File: src/rtl/wb_pkg.sv
// Shared types for the write buffer: sequencer states, buffered entry layout
// and the word/byte address helper.
package wb_pkg;

  localparam int WB_DEPTH      = 4;
  localparam int WB_ADDR_WIDTH = 32;
  localparam int WB_DATA_WIDTH = 32;
  localparam int WB_PTR_W      = $clog2(WB_DEPTH);

  typedef enum logic [1:0] {
    ST_IDLE = 2'd0,
    ST_WR   = 2'd1,
    ST_RD   = 2'd2,
    ST_RESP = 2'd3
  } wb_state_t;

  typedef struct packed {
    logic [WB_ADDR_WIDTH-3:0] waddr;
    logic [WB_DATA_WIDTH-1:0] data;
  } wb_entry_t;

  function automatic logic [WB_ADDR_WIDTH-1:0] word_to_byte(input logic [WB_ADDR_WIDTH-3:0] waddr);
    return {waddr, 2'b00};
  endfunction

endpackage

File: src/rtl/wb_fifo.sv
// Circular store of pending write-throughs with a combinational
// youngest-match lookup used to forward buffered data to cache reads.
module wb_fifo
  import wb_pkg::*;
#(
  parameter int DEPTH = WB_DEPTH
) (
  input  logic                     clk_i,
  input  logic                     rst_ni,
  input  logic                     push_i,
  input  logic [WB_ADDR_WIDTH-3:0] push_waddr_i,
  input  logic [WB_DATA_WIDTH-1:0] push_data_i,
  input  logic                     pop_i,
  output logic [WB_ADDR_WIDTH-3:0] head_waddr_o,
  output logic [WB_DATA_WIDTH-1:0] head_data_o,
  output logic                     full_o,
  output logic                     empty_o,
  output logic [$clog2(DEPTH):0]   count_o,
  input  logic [WB_ADDR_WIDTH-3:0] lookup_waddr_i,
  output logic                     hit_o,
  output logic [WB_DATA_WIDTH-1:0] hit_data_o
);

  localparam int PTR_W = $clog2(DEPTH);

  wb_entry_t        entries_q [DEPTH];
  logic [PTR_W-1:0] head_q, head_d;
  logic [PTR_W-1:0] tail_q, tail_d;
  logic [PTR_W:0]   count_q, count_d;
  logic [PTR_W-1:0] idx;

  always_ff @(posedge clk_i or negedge rst_ni) begin
    if (!rst_ni) begin
      head_q  <= '0;
      tail_q  <= '0;
      count_q <= '0;
      for (int i = 0; i < DEPTH; i++) entries_q[i] <= '0;
    end else begin
      head_q  <= head_d;
      tail_q  <= tail_d;
      count_q <= count_d;
      if (push_i) entries_q[tail_q] <= '{waddr: push_waddr_i, data: push_data_i};
    end
  end

  // Pointers wrap naturally because DEPTH is a power of two.
  always_comb begin
    head_d  = head_q + PTR_W'(pop_i);
    tail_d  = tail_q + PTR_W'(push_i);
    count_d = count_q + (PTR_W+1)'(push_i) - (PTR_W+1)'(pop_i);
  end

  assign head_waddr_o = entries_q[head_q].waddr;
  assign head_data_o  = entries_q[head_q].data;
  assign full_o       = (count_q == (PTR_W+1)'(DEPTH));
  assign empty_o      = (count_q == '0);
  assign count_o      = count_q;

  // Walk oldest to youngest so the last match found is the youngest one.
  always_comb begin
    hit_o      = 1'b0;
    hit_data_o = '0;
    idx        = '0;
    for (int k = 0; k < DEPTH; k++) begin
      idx = head_q + PTR_W'(k);
      if (((PTR_W+1)'(k) < count_q) && (entries_q[idx].waddr == lookup_waddr_i)) begin
        hit_o      = 1'b1;
        hit_data_o = entries_q[idx].data;
      end
    end
  end

endmodule

File: src/rtl/write_buffer.sv
// Write-through buffer and memory sequencer between the data cache and data
// memory: stores complete into the FIFO, reads forward or go to memory.
module write_buffer
  import wb_pkg::*;
#(
  parameter int DEPTH      = WB_DEPTH,
  parameter int ADDR_WIDTH = WB_ADDR_WIDTH,
  parameter int DATA_WIDTH = WB_DATA_WIDTH
) (
  input  logic                    clk,
  input  logic                    rst,
  input  logic                    MemRead_wire,
  input  logic                    MemWrite_wire,
  input  logic [ADDR_WIDTH-1:0]   MemAddress_wire,
  input  logic [DATA_WIDTH-1:0]   MemWriteData_wire,
  output logic                    MemValid_wire,
  output logic [DATA_WIDTH-1:0]   Datamem_wire,
  output logic                    mem_req,
  output logic                    mem_we,
  output logic [ADDR_WIDTH-1:0]   mem_addr,
  output logic [DATA_WIDTH-1:0]   mem_wdata,
  input  logic                    mem_ready,
  input  logic [DATA_WIDTH-1:0]   mem_rdata,
  output logic [1:0]              dbg_state_o,
  output logic [$clog2(DEPTH):0]  dbg_count_o
);

  // Handshakes: the cache holds MemRead/MemWrite until a one-cycle MemValid
  // pulse; memory sees mem_req held with stable fields until the cycle
  // mem_ready is high, which completes the transfer.
  wb_state_t             state_q, state_d;
  logic                  valid_q, valid_d;
  logic [DATA_WIDTH-1:0] rdata_q, rdata_d;
  logic                  mem_req_q, mem_req_d;
  logic                  mem_we_q, mem_we_d;
  logic [ADDR_WIDTH-1:0] mem_addr_q, mem_addr_d;
  logic [DATA_WIDTH-1:0] mem_wdata_q, mem_wdata_d;

  logic                  wr_req, rd_req, rd_hit, rd_miss, deq, push;
  logic                  fifo_full, fifo_empty, fifo_hit;
  logic [ADDR_WIDTH-3:0] head_waddr;
  logic [DATA_WIDTH-1:0] head_data, hit_data;
  logic                  byte_offset_unused;

  assign byte_offset_unused = ^MemAddress_wire[1:0];

  wb_fifo #(.DEPTH(DEPTH)) u_fifo (
    .clk_i          (clk),
    .rst_ni         (rst),
    .push_i         (push),
    .push_waddr_i   (MemAddress_wire[ADDR_WIDTH-1:2]),
    .push_data_i    (MemWriteData_wire),
    .pop_i          (deq),
    .head_waddr_o   (head_waddr),
    .head_data_o    (head_data),
    .full_o         (fifo_full),
    .empty_o        (fifo_empty),
    .count_o        (dbg_count_o),
    .lookup_waddr_i (MemAddress_wire[ADDR_WIDTH-3+2:2]),
    .hit_o          (fifo_hit),
    .hit_data_o     (hit_data)
  );

  // Requests sampled during a MemValid pulse belong to the one just served.
  always_comb begin
    wr_req  = MemWrite_wire && !valid_q;
    rd_req  = MemRead_wire && !MemWrite_wire && !valid_q;
    rd_hit  = rd_req && fifo_hit;
    rd_miss = rd_req && !fifo_hit;
    deq     = (state_q == ST_WR) && mem_ready;
    push    = wr_req && (!fifo_full || deq);
  end

  always_comb begin
    state_d     = state_q;
    valid_d     = push || rd_hit;
    rdata_d     = rd_hit ? hit_data : rdata_q;
    mem_req_d   = mem_req_q;
    mem_we_d    = mem_we_q;
    mem_addr_d  = mem_addr_q;
    mem_wdata_d = mem_wdata_q;
    case (state_q)
      ST_IDLE: begin
        if (rd_miss) begin
          state_d    = ST_RD;
          mem_req_d  = 1'b1;
          mem_we_d   = 1'b0;
          mem_addr_d = word_to_byte(MemAddress_wire[ADDR_WIDTH-1:2]);
        end else if (!fifo_empty) begin
          state_d     = ST_WR;
          mem_req_d   = 1'b1;
          mem_we_d    = 1'b1;
          mem_addr_d  = word_to_byte(head_waddr);
          mem_wdata_d = head_data;
        end
      end
      ST_WR: begin
        if (mem_ready) begin
          state_d   = ST_IDLE;
          mem_req_d = 1'b0;
        end
      end
      ST_RD: begin
        if (mem_ready) begin
          state_d   = ST_RESP;
          mem_req_d = 1'b0;
          valid_d   = 1'b1;
          rdata_d   = mem_rdata;
        end
      end
      ST_RESP: state_d = ST_IDLE;
      default: state_d = ST_IDLE;
    endcase
  end

  always_ff @(posedge clk or negedge rst) begin
    if (!rst) begin
      state_q     <= ST_IDLE;
      valid_q     <= 1'b0;
      rdata_q     <= '0;
      mem_req_q   <= 1'b0;
      mem_we_q    <= 1'b0;
      mem_addr_q  <= '0;
      mem_wdata_q <= '0;
    end else begin
      state_q     <= state_d;
      valid_q     <= valid_d;
      rdata_q     <= rdata_d;
      mem_req_q   <= mem_req_d;
      mem_we_q    <= mem_we_d;
      mem_addr_q  <= mem_addr_d;
      mem_wdata_q <= mem_wdata_d;
    end
  end

  assign MemValid_wire = valid_q;
  assign Datamem_wire  = rdata_q;
  assign mem_req       = mem_req_q;
  assign mem_we        = mem_we_q;
  assign mem_addr      = mem_addr_q;
  assign mem_wdata     = mem_wdata_q;
  assign dbg_state_o   = state_q;

endmodule

File: config.mk
export PLATFORM = sky130hd
export DESIGN_NAME = write_buffer
export DESIGN_NICKNAME = d
export VERILOG_FILES = /design/src/rtl/wb_pkg.sv /design/src/rtl/wb_fifo.sv /design/src/rtl/write_buffer.sv
export SDC_FILE = /design/constraint.sdc
export NUM_CORES = 1
export LEC_CHECK = 0
export BUFFER_PORTS_ARGS = -buffer_cell sky130_fd_sc_hd__buf_2
export CAP_MARGIN = 0
export CORE_ASPECT_RATIO = 1.2
export CORE_UTILIZATION = 60
export CTS_BUF_LIST = sky130_fd_sc_hd__clkbuf_4 sky130_fd_sc_hd__clkbuf_8
export CTS_CLUSTER_SIZE = 12
export DETAILED_ROUTE_END_ITERATION = 10
export PLACE_DENSITY = 0.8
export SYNTH_ARGS = -nofsm -noshare
export SYNTH_HDL_FRONTEND = slang
export SYNTH_SLANG_ARGS = --single-unit
File: constraint.sdc
create_clock -name clk -period 6.2 [get_ports clk]
set_clock_uncertainty 0.15 [all_clocks]
set_input_delay 0.62 -clock clk [delete_from_list [all_inputs] [get_ports clk]]
set_output_delay 0.62 -clock clk [all_outputs]
set_load 0.005 [all_outputs]
==> flow_summary.json <==
{
  "grt_overflow": 0,
  "pre_cts_ws_ns": 0.838,
  "synthXorXnorAreaFrac_pct": 4.23,
  "yosys_register_bits": 354,
  "rows": 76,
  "num_io_pins": 205,
  "via_per_inst": 6.72,
  "antenna_found_initial": 8,
  "maxSlewViolCount": 0,
  "cts_tree": "built",
  "fin_ws_ns": 0.667,
  "worstHoldStart": "MemWriteData_wire[9]",
  "async_reset_ff_share_pct": 100,
  "postCtsSetupBuffers": 0,
  "critPathKind": "flip-flop to flip-flop",
  "run_status": "finished, final reports clean",
  "yosys.area.top_type": "dfrtp_1",
  "synth_flop_cell": "dfrtp_1",
  "cp-end-kind": "flip-flop",
  "post_synth.cell_area_avg_um2": 11.1,
  "cts_buffer_depth": 3,
  "synth_seq_area_share_pct": 40.0,
  "worstPathMaxFanout": 62,
  "synth_mux_area_share_pct": 30.9,
  "crit_required_ns": 6.57,
  "initial_core_util_pct": 61.3,
  "arrival_ns": 5.91,
  "first_pass_iters": 9,
  "cts_sinks": 354,
  "area_growth_pct": 11.1,
  "synthCells": 2001,
  "numCtsBuffers": 58,
  "cts_max_level": 2,
  "synth_area_leaders": "dfrtp_1 (40%), mux2_2 (14%), mux2i_1 (11%)",
  "post-route-min-period_ns": 5.53,
  "slowest_stage": "dfrtp_4",
  "worstHoldPathType": "primary input to flip-flop",
  "grt_max_degree": 122,
  "path_cells": "buf_12 > mux4_2 > xnor2_1 > nand4_1 > nor4_1 > nand4_1 > o21ai_0 > nand4b_2 > buf_4 > a21o_1 > buf_4 > a222oi_1",
  "power_mw": 14.9,
  "max_slew_margin_pct": 22.4,
  "dp_hpwl_um": 41800,
  "grt_pass1_wl_um": 100000,
  "drv_cap": 0,
  "path_buf_inv": 3,
  "worst_pin_slew_ns": 1.16,
  "die_y_um": 212,
  "place_congestion": 0.996,
  "leakage_nw": 10.8,
  "tns_ns": 0,
  "grt_pass1_vias": 18000,
  "startpoint": "u_fifo.head_q[0]$_DFF_PN0_",
  "dieWidth_um": 177,
  "drtIter0Drc": 1764,
  "synth_compound_area_share_pct": 11.0,
  "clk_pin_slew_ns": 0.06,
  "power_density_mw_per_mm2": 604,
  "slowest_delay_ns": 1.06,
  "synth-simple-area-share_pct": 8.19,
  "synthDistinctLibCells": 68,
  "synth_top_family_by_area": "multiplexers",
  "rsz0062_at_grt": "false",
  "synth_fa_ha_area_share_pct": 0.599,
  "fin_util_pct": 68.1,
  "fp.coreArea_mm2": 0.0361,
  "wl_um": 64600,
  "drc": 0,
  "clock.fmax_mhz": 181,
  "clockRootBuffer": "clkbuf_8",
  "synth_top_area_share_pct": 40.0,
  "hold_viol": 0,
  "final_cell_count_no_fill": 2640,
  "vias": 17700,
  "fin_crit_sh_pct": 89.2,
  "port_buffers": 200,
  "dpl.cell_count": 2528,
  "drt-wirelength-per-cell_um": 24.5,
  "grt_use_total_pct": 34.9,
  "drtAntennaViolNets": 0,
  "drive_gt1_share_pct": 34.3,
  "most-common-layout-cells": "dfrtp_1 (352), mux2_2 (280), mux2i_1 (237), buf_2 (199), nor2_1 (134)",
  "clk_latency_ns": 0.69,
  "syn_area_mm2": 0.0221,
  "dieArea_mm2": 0.0377,
  "nNetsFinal": 2232,
  "peakVddDrop_v": 0.000364,
  "reg2reg_from": "u_fifo.head_q[0]$_DFF_PN0_",
  "synth_edf_count": 0,
  "final_common_cell": "dfrtp_1",
  "setup_viol": 0,
  "critPathTopFamily": "buffers and inverters",
  "startpoint_type": "flip-flop",
  "yosysWarnings": 0
}
[layout make-up]
cell class                 instances  area, um^2
clock buffer                     101        1210
inverter                          56         210
tap                              468         586
clock inverter                     6        40.0
multi-input combinational       1405       12300
fill                            2703       11500
antenna                            4        10.0
timing repair buffer             246        1420
sequential                       354        8870
[path summary, 6_finish.rpt]
| check | endpoint | slack, ns | cells after the start |
|---|---|---|---|
| worst max-delay path | mem_addr[9]$_DFFE_PN0P_ | 0.67 | 12 |
| worst min-delay path | u_fifo.entries_q[195]$_DFFE_PN0P_ | 0.06 | 2 |
| worst max register to register | mem_addr[9]$_DFFE_PN0P_ | 0.67 | 12 |
| worst min register to register | mem_addr[6]$_DFFE_PN0P_ | 0.35 | 1 |
| max in group asynchronous | mem_addr[3]$_DFFE_PN0P_ | 3.98 | 3 |
| min in group asynchronous | u_fifo.entries_q[179]$_DFFE_PN0P_ | 0.46 | 2 |
[timing repair]
item	CTS	global route
endpoints found under the hold margin	110	0
resized for setup	0	0
setup endpoints to repair	0	0
hold buffers	1	0
[flip-flops by register name (all words and copies together), names as in the netlist]
signal and flops:
Datamem_wire 32, MemValid_wire 1, dbg_state_o 2, mem_addr 30
mem_req 1, mem_wdata 32, mem_we 1, u_fifo.count_o 3
u_fifo.entries_q 248, u_fifo.head_q 2, u_fifo.tail_q 2
[worst register-to-register path, stage by stage (launching register included)]
cell,delay (ns)
dfrtp_4,1.06
buf_12,0.35
mux4_2,0.56
xnor2_1,0.26
nand4_1,0.14
nor4_1,0.33
nand4_1,0.33
o21ai_0,0.69
nand4b_2,0.28
buf_4,0.43
a21o_1,0.18
buf_4,0.38
a222oi_1,0.23
[metal layers]
layer	global-route usage, %	share of wire (%)
met3	6.51	8.5
met2	56.9	48
met4	21.2	5.4
met1	43.0	38
met5	0	0.085
[Yosys cell counts (4+ instances only)]
cell       count
a31oi_1       65
nor2_1       137
buf_1         20
mux4_2        59
a21oi_1       12
a221oi_1      35
ha_1           9
and3_1        32
nand2_1      119
nor3_1        13
mux2_2       280
nand4_1       16
o221a_2       32
o2bb2ai_1      5
o221ai_1       4
dfrtp_1      354
o31ai_1       32
a211oi_1       4
nor4_1         6
xnor2_1       87
buf_2         25
clkbuf_1     112
or3_1         30
o22ai_1        8
o21ai_0       54
o211ai_1       7
mux2i_1      237
a222oi_1       6
buf_4         14
a22oi_1        4
xor2_1        20
inv_1         54
buf_6         16
a221o_1       27
nand3_1       12
and2_1         5
[cells by family after synthesis]
group,count (synthesis)
AND/OR/NAND/NOR,391
other,1
flip-flops,354
buffers and inverters,243
multiplexers,576
adder cells (fa/ha/maj),10
XOR/XNOR,107
AO/OA/AOI/OAI,319
[power breakdown]
part / switching (mW) / total, mW / internal [mW]
sequential: 1.18 / 4.69 / 3.52
clock: 0.987 / 2.21 / 1.22
combinational: 4.10 / 7.95 / 3.85
total: 6.26 / 14.9 / 8.59
[through the flow]
| stage | hold slack [ns] | area [um^2] |
|---|---|---|
| 2_1_floorplan | 0.174 | 22200 |
| 3_3_place_gp | 0.339 | 23300 |
| 3_5_place_dp | 0.335 | 23300 |
| 4_1_cts | 0.0203 | 24600 |
| 5_1_grt | 0.0391 | 24600 |
| 6_report | 0.0563 | 24600 |
Power figures use the tool's default switching activity.
